===== config.mk =====
export PLATFORM = sky130hd
export DESIGN_NAME = mem_port_arbiter_flat
export DESIGN_NICKNAME = d
export VERILOG_FILES = /design/src/rtl/arb_pkg.sv /design/src/rtl/mem_port_arbiter_if.sv /design/src/rtl/arb_lat_counter.sv /design/src/rtl/mem_port_arbiter.sv /design/src/flat_wrapper.sv
export SDC_FILE = /design/constraint.sdc
export NUM_CORES = 1
export LEC_CHECK = 0
export CORE_UTILIZATION = 40
export DETAILED_ROUTE_END_ITERATION = 10
export MAX_ROUTING_LAYER = met4
export PLACE_DENSITY = 0.95
export SETUP_SLACK_MARGIN = 0.3
export SLEW_MARGIN = 5
export SYNTH_ARGS = -nofsm -noshare
export SYNTH_HDL_FRONTEND = slang
export SYNTH_SLANG_ARGS = --single-unit

===== constraint.sdc =====
create_clock -name clk -period 5.6 [get_ports clk]
set_clock_uncertainty 0.15 [all_clocks]
set_input_delay 1.68 -clock clk [delete_from_list [all_inputs] [get_ports clk]]
set_output_delay 1.68 -clock clk [all_outputs]
set_load 0.005 [all_outputs]

===== src/rtl/arb_pkg.sv =====
// arb_pkg: shared types for the IF/MEM memory port arbiter.
// Holds the FSM state encoding, the owner tag and the full byte-enable mask.
package arb_pkg;

  typedef enum logic [1:0] {
    ARB_IDLE,
    ARB_BUSY_IF,
    ARB_BUSY_DM
  } arb_state_t;

  typedef enum logic {
    REQ_IF,
    REQ_DM
  } arb_owner_t;

  localparam logic [3:0] ARB_BE_ALL = 4'hF;

endpackage


===== src/rtl/mem_port_arbiter_if.sv =====
// mem_port_arbiter_if: fetch, data and memory-macro signals of the arbiter.
// slave is the arbiter side; master is the pipeline/memory side.
interface mem_port_arbiter_if #(
  parameter int ADDR_W = 9,
  parameter int DATA_W = 32
);

  logic              if_req;
  logic [ADDR_W-1:0] if_addr;
  logic              if_gnt;
  logic              if_rvalid;
  logic [DATA_W-1:0] if_rdata;

  logic              dm_req;
  logic              dm_we;
  logic [3:0]        dm_be;
  logic [ADDR_W-1:0] dm_addr;
  logic [DATA_W-1:0] dm_wdata;
  logic              dm_gnt;
  logic              dm_rvalid;
  logic [DATA_W-1:0] dm_rdata;

  logic              mem_en;
  logic              mem_we;
  logic [3:0]        mem_be;
  logic [ADDR_W-1:0] mem_addr;
  logic [DATA_W-1:0] mem_wdata;
  logic [DATA_W-1:0] mem_rdata;

  logic              stall_if;
  logic              stall_mem;

  modport slave (
    input  if_req, if_addr,
    input  dm_req, dm_we, dm_be, dm_addr, dm_wdata,
    input  mem_rdata,
    output if_gnt, if_rvalid, if_rdata,
    output dm_gnt, dm_rvalid, dm_rdata,
    output mem_en, mem_we, mem_be, mem_addr, mem_wdata,
    output stall_if, stall_mem
  );

  modport master (
    output if_req, if_addr,
    output dm_req, dm_we, dm_be, dm_addr, dm_wdata,
    output mem_rdata,
    input  if_gnt, if_rvalid, if_rdata,
    input  dm_gnt, dm_rvalid, dm_rdata,
    input  mem_en, mem_we, mem_be, mem_addr, mem_wdata,
    input  stall_if, stall_mem
  );

endinterface


===== src/rtl/arb_lat_counter.sv =====
// arb_lat_counter: loadable down-counter timing one memory access.
// done is high in the cycle the response is due (count == 1).
module arb_lat_counter #(
  parameter int LAT = 2
) (
  input  logic clk,
  input  logic reset,
  input  logic load,
  output logic done
);

  localparam int W = $clog2(LAT + 1);

  logic [W-1:0] cnt;

  always_ff @(posedge clk) begin
    if (reset) begin
      cnt <= '0;
    end else if (load) begin
      cnt <= W'(LAT);
    end else if (cnt != '0) begin
      cnt <= cnt - W'(1);
    end
  end

  assign done = (cnt == W'(1));

endmodule


===== src/rtl/mem_port_arbiter.sv =====
// mem_port_arbiter: one-outstanding arbiter of fetch and data onto one memory.
// Build with ARB_PERF_EN to add perf_conflicts and perf_if_stall counters.
module mem_port_arbiter
  import arb_pkg::*;
#(
  parameter int ADDR_W     = 9,
  parameter int DATA_W     = 32,
  parameter int MEM_LAT    = 2,
  parameter int STARVE_MAX = 3
) (
  input  logic clk,
  input  logic reset,
  mem_port_arbiter_if.slave bus
`ifdef ARB_PERF_EN
  ,
  output logic [31:0] perf_conflicts,
  output logic [31:0] perf_if_stall
`endif
);

  localparam int SW = $clog2(STARVE_MAX + 1);

  arb_state_t        state;
  arb_state_t        state_nxt;
  arb_owner_t        win;
  logic [SW-1:0]     starve;
  logic              dm_st;
  logic              done;
  logic              arb;
  logic              both;
  logic              issue;
  logic              if_rv;
  logic              dm_rv;
  logic [ADDR_W-1:0] addr_w;
  logic [DATA_W-1:0] if_rdata_q;
  logic [DATA_W-1:0] dm_rdata_q;

  arb_lat_counter #(
    .LAT (MEM_LAT)
  ) u_lat (
    .clk   (clk),
    .reset (reset),
    .load  (issue),
    .done  (done)
  );

  always_ff @(posedge clk) begin
    if (reset) state <= ARB_IDLE;
    else       state <= state_nxt;
  end

  always_comb begin
    state_nxt      = state;
    win            = REQ_DM;
    addr_w         = '0;
    bus.if_gnt     = 1'b0;
    bus.if_rvalid  = 1'b0;
    bus.if_rdata   = '0;
    bus.dm_gnt     = 1'b0;
    bus.dm_rvalid  = 1'b0;
    bus.dm_rdata   = '0;
    bus.mem_en     = 1'b0;
    bus.mem_we     = 1'b0;
    bus.mem_be     = '0;
    bus.mem_wdata  = '0;
    bus.stall_if   = 1'b0;
    bus.stall_mem  = 1'b0;
    both  = bus.if_req && bus.dm_req;
    arb   = (state == ARB_IDLE) || done;
    issue = !reset && arb && (bus.if_req || bus.dm_req);
    if_rv = !reset && (state == ARB_BUSY_IF) && done;
    dm_rv = !reset && (state == ARB_BUSY_DM) && done;
    // fetch only beats a pending data access once it has lost STARVE_MAX times
    if (bus.if_req && (!bus.dm_req || starve == SW'(STARVE_MAX)))
      win = REQ_IF;
    if (arb) begin
      if (!issue)            state_nxt = ARB_IDLE;
      else if (win == REQ_IF) state_nxt = ARB_BUSY_IF;
      else                   state_nxt = ARB_BUSY_DM;
    end
    if (!reset) begin
      bus.if_rvalid = if_rv;
      bus.dm_rvalid = dm_rv;
      bus.if_rdata  = if_rv ? bus.mem_rdata : if_rdata_q;
      bus.dm_rdata  = (dm_rv && !dm_st) ? bus.mem_rdata : dm_rdata_q;
      bus.stall_if  = bus.if_req && !if_rv;
      bus.stall_mem = bus.dm_req && !dm_rv;
    end
    if (issue) begin
      bus.mem_en = 1'b1;
      unique case (win)
        REQ_IF: begin
          bus.if_gnt = 1'b1;
          bus.mem_be = ARB_BE_ALL;
          addr_w     = bus.if_addr;
        end
        REQ_DM: begin
          bus.dm_gnt    = 1'b1;
          bus.mem_we    = bus.dm_we;
          bus.mem_be    = bus.dm_be;
          bus.mem_wdata = bus.dm_wdata;
          addr_w        = bus.dm_addr;
        end
      endcase
    end
    bus.mem_addr = addr_w;
  end

  always_ff @(posedge clk) begin
    if (reset) begin
      starve     <= '0;
      dm_st      <= 1'b0;
      if_rdata_q <= '0;
      dm_rdata_q <= '0;
    end else begin
      if (issue) begin
        dm_st <= (win == REQ_DM) && bus.dm_we;
        if (win == REQ_IF)
          starve <= '0;
        else if (both && starve != SW'(STARVE_MAX))
          starve <= starve + SW'(1);
      end
      if (if_rv)
        if_rdata_q <= bus.mem_rdata;
      // a store completion keeps the last load data visible
      if (dm_rv && !dm_st)
        dm_rdata_q <= bus.mem_rdata;
    end
  end

`ifdef ARB_PERF_EN
  always_ff @(posedge clk) begin
    if (reset) begin
      perf_conflicts <= '0;
      perf_if_stall  <= '0;
    end else begin
      if (arb && both)
        perf_conflicts <= perf_conflicts + 32'd1;
      if (bus.stall_if)
        perf_if_stall <= perf_if_stall + 32'd1;
    end
  end
`endif

endmodule


===== src/flat_wrapper.sv =====
// flat-port wrapper written by rule: the top's interface ports become plain ports
module mem_port_arbiter_flat import arb_pkg::*;
#(
  parameter int ADDR_W     = 9,
  parameter int DATA_W     = 32,
  parameter int MEM_LAT    = 2,
  parameter int STARVE_MAX = 3
)
  (clk, reset, bus_if_req, bus_if_addr, bus_dm_req, bus_dm_we, bus_dm_be, bus_dm_addr, bus_dm_wdata, bus_mem_rdata, bus_if_gnt, bus_if_rvalid, bus_if_rdata, bus_dm_gnt, bus_dm_rvalid, bus_dm_rdata, bus_mem_en, bus_mem_we, bus_mem_be, bus_mem_addr, bus_mem_wdata, bus_stall_if, bus_stall_mem);
  mem_port_arbiter_if #(.ADDR_W(ADDR_W), .DATA_W(DATA_W)) bus_i ();
  input  logic clk;
  input  logic reset;
  input wire logic [$bits(bus_i.if_req)-1:0] bus_if_req;
  input wire logic [$bits(bus_i.if_addr)-1:0] bus_if_addr;
  input wire logic [$bits(bus_i.dm_req)-1:0] bus_dm_req;
  input wire logic [$bits(bus_i.dm_we)-1:0] bus_dm_we;
  input wire logic [$bits(bus_i.dm_be)-1:0] bus_dm_be;
  input wire logic [$bits(bus_i.dm_addr)-1:0] bus_dm_addr;
  input wire logic [$bits(bus_i.dm_wdata)-1:0] bus_dm_wdata;
  input wire logic [$bits(bus_i.mem_rdata)-1:0] bus_mem_rdata;
  output wire logic [$bits(bus_i.if_gnt)-1:0] bus_if_gnt;
  output wire logic [$bits(bus_i.if_rvalid)-1:0] bus_if_rvalid;
  output wire logic [$bits(bus_i.if_rdata)-1:0] bus_if_rdata;
  output wire logic [$bits(bus_i.dm_gnt)-1:0] bus_dm_gnt;
  output wire logic [$bits(bus_i.dm_rvalid)-1:0] bus_dm_rvalid;
  output wire logic [$bits(bus_i.dm_rdata)-1:0] bus_dm_rdata;
  output wire logic [$bits(bus_i.mem_en)-1:0] bus_mem_en;
  output wire logic [$bits(bus_i.mem_we)-1:0] bus_mem_we;
  output wire logic [$bits(bus_i.mem_be)-1:0] bus_mem_be;
  output wire logic [$bits(bus_i.mem_addr)-1:0] bus_mem_addr;
  output wire logic [$bits(bus_i.mem_wdata)-1:0] bus_mem_wdata;
  output wire logic [$bits(bus_i.stall_if)-1:0] bus_stall_if;
  output wire logic [$bits(bus_i.stall_mem)-1:0] bus_stall_mem;
  assign bus_i.if_req = bus_if_req;
  assign bus_i.if_addr = bus_if_addr;
  assign bus_i.dm_req = bus_dm_req;
  assign bus_i.dm_we = bus_dm_we;
  assign bus_i.dm_be = bus_dm_be;
  assign bus_i.dm_addr = bus_dm_addr;
  assign bus_i.dm_wdata = bus_dm_wdata;
  assign bus_i.mem_rdata = bus_mem_rdata;
  assign bus_if_gnt = bus_i.if_gnt;
  assign bus_if_rvalid = bus_i.if_rvalid;
  assign bus_if_rdata = bus_i.if_rdata;
  assign bus_dm_gnt = bus_i.dm_gnt;
  assign bus_dm_rvalid = bus_i.dm_rvalid;
  assign bus_dm_rdata = bus_i.dm_rdata;
  assign bus_mem_en = bus_i.mem_en;
  assign bus_mem_we = bus_i.mem_we;
  assign bus_mem_be = bus_i.mem_be;
  assign bus_mem_addr = bus_i.mem_addr;
  assign bus_mem_wdata = bus_i.mem_wdata;
  assign bus_stall_if = bus_i.stall_if;
  assign bus_stall_mem = bus_i.stall_mem;
  mem_port_arbiter #(.ADDR_W(ADDR_W), .DATA_W(DATA_W), .MEM_LAT(MEM_LAT), .STARVE_MAX(STARVE_MAX)) u_core (.clk(clk), .reset(reset), .bus(bus_i));
endmodule

==> flow_metrics.py, run 1 <==
metrics = {
    "run_status": {
        "status": "finished, final reports clean",
    },
    "clock_tree": {
        "clkTransAtPathRegs_ps": 70,
        "cts_buffers": 9,
        "htreeDepth": 3,
        "cts_tree": "built",
        "post_cts_buffers": 0,
        "worstSkewPairLatency_ps": 330,
        "cts.sinks": 71,
        "cts_buffer_depth": 2,
        "cts_root_buf": "clkbuf_8",
    },
    "placed_design": {
        "place_area_mm2": 0.00544,
        "gp_congestion": 0.880,
        "dp_hpwl_um": 7760,
        "dp_worst_setup_slack_ps": 241,
        "port_buffers": 207,
    },
    "sta": {
        "hold_viol": 0,
        "setup-tns-final_ps": 0,
        "fmax_ghz": 0.190,
        "slew_headroom_pct": 49.0,
        "finalSetupViolations": 0,
        "period_share_pct": 94.0,
        "finalMaxSlewViolations": 0,
        "worst_slack_ps": 338,
        "rsz0062_at_grt": "yes",
        "tightestPinTransition_ps": 762,
        "layout_min_cycle_time_ps": 5260,
    },
    "critical_path": {
        "cp-end-kind": "primary output",
        "cp_max_fo": 9,
        "required_ps": 3770,
        "cp.arrival_ps": 3430,
        "path_class": "input port to primary output",
        "start_kind": "input port",
    },
    "grt": {
        "use_met1_pct": 26.3,
        "antenna_found_initial": 0,
        "grt_usage_pct": 24.4,
        "gr-total-overflow": 0,
        "use_met3_pct": 6.57,
        "grt_use_met2_pct": 43.5,
        "grt_max_degree": 37,
        "busiest_layer": "met2",
        "grt_pass1_wl_um": 16000,
        "grt_pass1_vias": 3206,
    },
    "logic_synthesis": {
        "ys_types": 33,
        "syn_area_mm2": 0.00329,
        "yosysTopAreaCell": "dfxtp_1",
        "syn_nets": 432,
        "ys_top_cells_by_area": "dfxtp_1, mux2_2, a31o_2",
        "synth-seq-area-share_pct": 43.2,
        "netlist.area_leader.share_pct": 43.2,
        "synth-seq-cells": 71,
        "syn_area_per_cell_um2": 9.67,
        "synthCells": 340,
        "ys_warn_count": 0,
    },
    "pwr": {
        "p_per_area_mw_per_mm2": 194,
        "p_total_mw": 1.10,
        "power.leakage_nw": 2.29,
        "ir_worst_vdd_mv": 0.195,
    },
    "final_layout": {
        "drive_gt1_share_pct": 17.4,
        "nets": 633,
        "mostFrequentLayoutCells": "clkdlybuf4s50_1, dfxtp_1, nor2b_1, and2_1, and3_1",
        "final_common_cell": "clkdlybuf4s50_1",
        "fin_area_mm2": 0.00564,
        "area_delta_synth_final_pct": 71.5,
        "n_antenna_cell": 0,
    },
    "floorplanning": {
        "core_mm2": 0.00785,
        "chipWidth_um": 92.7,
        "rows": 32,
        "die-height_um": 92.7,
        "die-area_mm2": 0.00859,
        "ios": 208,
        "floorplan.initialDensity_pct": 41.9,
    },
    "drt": {
        "wl_per_cell_um": 16.1,
        "vias": 3283,
        "wirelength_um": 10500,
        "drtAntennaViolNets": 0,
        "viasPerCell": 5.07,
        "drtPass1Iterations": 4,
        "first_iter_violations": 109,
        "drcViolationCount": 0,
    },
    "run": {
        "cap_violations": 0,
    },
    "hold_path": {
        "hold_class": "register to register",
    },
}
## logic make-up after synthesis
group           share of synthesized area (%)
mux                                      11.5
simple gates                             27.1
buf+inv                                  4.87
compound gates                           12.9
flops                                    43.2
fa+ha+maj                               0.380
## cell usage after synthesis
library cell,count
dfxtp_1,71
a221oi_4,1
nor4_4,1
clkbuf_1,20
buf_6,6
a32o_1,1
nand2b_2,1
a21oi_1,14
inv_1,2
mux2_1,1
mux2_2,30
nand2_1,13
and4bb_2,1
or4bb_1,1
nand3b_1,1
nor2_1,9
nand2b_1,2
and2_1,34
or2_2,1
nand3_1,18
ha_1,1
buf_2,2
a21boi_0,1
and3_1,32
o22ai_1,1
mux2i_1,3
o32ai_1,1
or3_1,1
o211ai_1,1
a31o_2,31
nor2b_1,35
o21ai_0,2
o21a_1,1
## metrics by stage
step | std cells | utilization, % | hold slack (ps)
5_1_grt | 648 | 71.9 | 344
6_report | 648 | 71.9 | 324
3_3_place_gp | 632 | 69.3 | 299
4_1_cts | 648 | 71.8 | 326
2_1_floorplan | 340 | - | 288
3_5_place_dp | 632 | 69.3 | 318
## final timing paths
| path | endpoint | slack, ps | cells after the start | from |
|---|---|---|---|---|
| max reg2reg | u_core.dm_rdata_q[11] | 3530 | 4 | u_core.state[1] |
| min | u_core.if_rdata_q[28] | 320 | 2 | u_core.if_rdata_q[28] |
| min reg2reg | u_core.if_rdata_q[28] | 320 | 2 | u_core.if_rdata_q[28] |
| max | bus_mem_addr[4] | 340 | 7 | bus_dm_req |
## where the power goes
part           leakage [nW]  switching [mW]  internal, mW
sequential            0.573         0.00495         0.511
combinational          1.62          0.0713         0.120
clock                0.0895           0.182         0.206
total                  2.29           0.259         0.837
## state kept, by name, summed over array words and instances (netlist names)
name,count
u_core.state,2
u_core.u_lat.cnt,2
u_core.starve,2
u_core.if_rdata_q,32
u_core.dm_rdata_q,32
u_core.dm_st,1
## timing repair
item                       in CTS  in global routing
hold buffers                    0                  0
setup endpoints to repair       3                 30
resized for setup               1                  2
## critical path, stage by stage
cell and delay, ps:
clkdlybuf4s50_1 490, buf_4 160, nor2b_1 130, buf_4 170, nand3_1 110, a21oi_2 170, clkdlybuf4s50_1 520
## routing by layer
metal	routed length, um	vias up
met5	0	-
met4	148	0
met3	886	12
met2	5240	144
met1	4180	1535
li1	-	1592
## area by class of cell
class                   count  area, um2
fillers                   577       2210
repair buffers            218       2180
multi-input cells         239       1720
flip-flops and latches     71       1420
clock buffers              11        131
well taps                 102        128
clock inverters             5       58.8
inverters                   2       7.51
Power figures use the tool's default switching activity.
==> inputs of run 2 (changes only) <==
CORE_MARGIN = 5   (was not set)
==> run 2 against run 1 <==
  * Clock power up 20%
  * Power up 7.7%
  * Sequential power about the same
  * Final area up 1.5%
  * Critical path type unchanged
==> flow_metrics.py, run 2 (synthesis results as in run 1) <==
metrics = {
    "run_status": {
        "status": "finished, final reports clean",
    },
    "grt": {
        "grt_usage_pct": 23.7,
        "antenna_found_initial": 0,
        "grt_pass1_wl_um": 18300,
        "gr-total-overflow": 0,
        "grt_max_degree": 35,
        "grt_pass1_vias": 3559,
    },
    "sta": {
        "whs_ps": 324,
        "finalSetupViolations": 0,
        "setup-tns-final_ps": 0,
        "worst_slack_ps": 450,
        "slew_headroom_pct": 54.5,
        "period_share_pct": 92.0,
        "fmax_ghz": 0.194,
        "tightestPinTransition_ps": 680,
        "finalMaxSlewViolations": 0,
        "hold_viol": 0,
        "rsz0062_at_grt": "no",
        "layout_min_cycle_time_ps": 5150,
    },
    "drt": {
        "wl_per_cell_um": 18.3,
        "drtAntennaViolNets": 0,
        "drtPass1Iterations": 4,
        "viasPerCell": 5.04,
        "vias": 3287,
        "first_iter_violations": 125,
        "wirelength_um": 11900,
        "drcViolationCount": 0,
    },
    "placed_design": {
        "gp_congestion": 1.00,
        "port_buffers": 207,
        "place_inst": 634,
        "dp_hpwl_um": 8700,
        "dp_worst_setup_slack_ps": 150,
    },
    "clock_tree": {
        "hold_buffers": 0,
        "cts_buffers": 9,
        "cts_root_buf": "clkbuf_8",
        "cts_tree": "built",
        "htreeDepth": 3,
        "clkTransAtPathRegs_ps": 70,
        "cts.sinks": 71,
        "worstSkewPairLatency_ps": 340,
        "cts_buffer_depth": 2,
    },
    "critical_path": {
        "startpoint": "reset",
        "rr_endpoint": "u_core.dm_rdata_q[6]",
        "cp.arrival_ps": 3320,
        "path_class": "input port to primary output",
        "required_ps": 3770,
        "rrSetupSlack_ps": 3220,
        "cp-end-kind": "primary output",
        "start_kind": "input port",
        "r2r_cells": 4,
        "timing.rr.start": "u_core.state[1]",
        "cp_max_fo": 34,
    },
    "final_layout": {
        "final_common_cell": "clkdlybuf4s50_1",
        "mostFrequentLayoutCells": "clkdlybuf4s50_1, dfxtp_1, nor2b_1, and2_1, and3_1",
        "n_antenna_cell": 0,
        "drive_gt1_share_pct": 17.7,
        "nets": 634,
        "top_regs": "u_core.dm_rdata_q (32), u_core.if_rdata_q (32)",
        "area_delta_synth_final_pct": 74.1,
        "final_cells": 652,
        "final_core_util_pct": 70.4,
    },
    "floorplanning": {
        "rows": 33,
        "floorplan.initialDensity_pct": 40.4,
        "die-height_um": 101,
        "ios": 208,
        "core_mm2": 0.00813,
        "chipWidth_um": 101,
        "die-area_mm2": 0.0101,
    },
    "hold_path": {
        "hold_class": "register to register",
        "holdPathStages": 2,
        "hold_path.startpoint": "u_core.starve[1]",
        "min_to": "u_core.starve[1]",
    },
    "pwr": {
        "ir_worst_vdd_mv": 0.234,
        "power.leakage_nw": 2.32,
        "p_per_area_mw_per_mm2": 206,
    },
    "run": {
        "cap_violations": 0,
    },
}
[run 2: timing repair]
item	in CTS	in global routing
endpoints found under the hold margin	0	0
resized for setup	5	0
endpoints found under the setup margin	48	0
setup buffers	1	0
[run 2: layout make-up]
cell class                      instances  area [um2]
Sequential cell                        71        1420
Tap cell                              105         131
Fill cell                             634        2410
Clock inverter                          6        91.3
Timing Repair Buffer                  219        2220
Clock buffer                           10         138
Inverter                                2        7.51
Multi-Input combinational cell        239        1710
[run 2: worst max-delay path by stage]
stage	end	slack, ps	cells after the start
floorplan	bus_mem_wdata[23]	1090	5
global placement	bus_mem_wdata[10]	210	6
finish	bus_if_rdata[21]	450	5
global route	bus_dm_rdata[28]	330	6
CTS	bus_mem_wdata[12]	440	7
detailed placement	bus_mem_wdata[12]	150	6
[run 2: worst max-delay path, stage by stage]
cell and delay (ps):
buf_2 200, nor4_4 300, buf_12 250, mux2_2 390
clkdlybuf4s50_1 470
[run 2: through the flow]
step | area, um2 | power [mW]
6_report | 5730 | 1.18
5_1_grt | 5730 | 1.23
4_1_cts | 5730 | 1.19
3_5_place_dp | 5450 | 0.718
3_3_place_gp | 5450 | 0.716
2_1_floorplan | 3290 | 0.591
[run 2: where the power goes]
| part | internal [mW] | switching (mW) |
|---|---|---|
| Clock | 0.264 | 0.201 |
| Sequential | 0.511 | 0.00519 |
| Combinational | 0.124 | 0.0737 |
| Total | 0.899 | 0.280 |
[run 2: metal layers]
metal,global-route usage (%),share of wire (%),up-vias
met5,-,0,-
met4,8.29,2.0,0
met3,7.82,9.1,16
met2,40.7,50,155
met1,25.5,39,1523
li1,-,-,1593
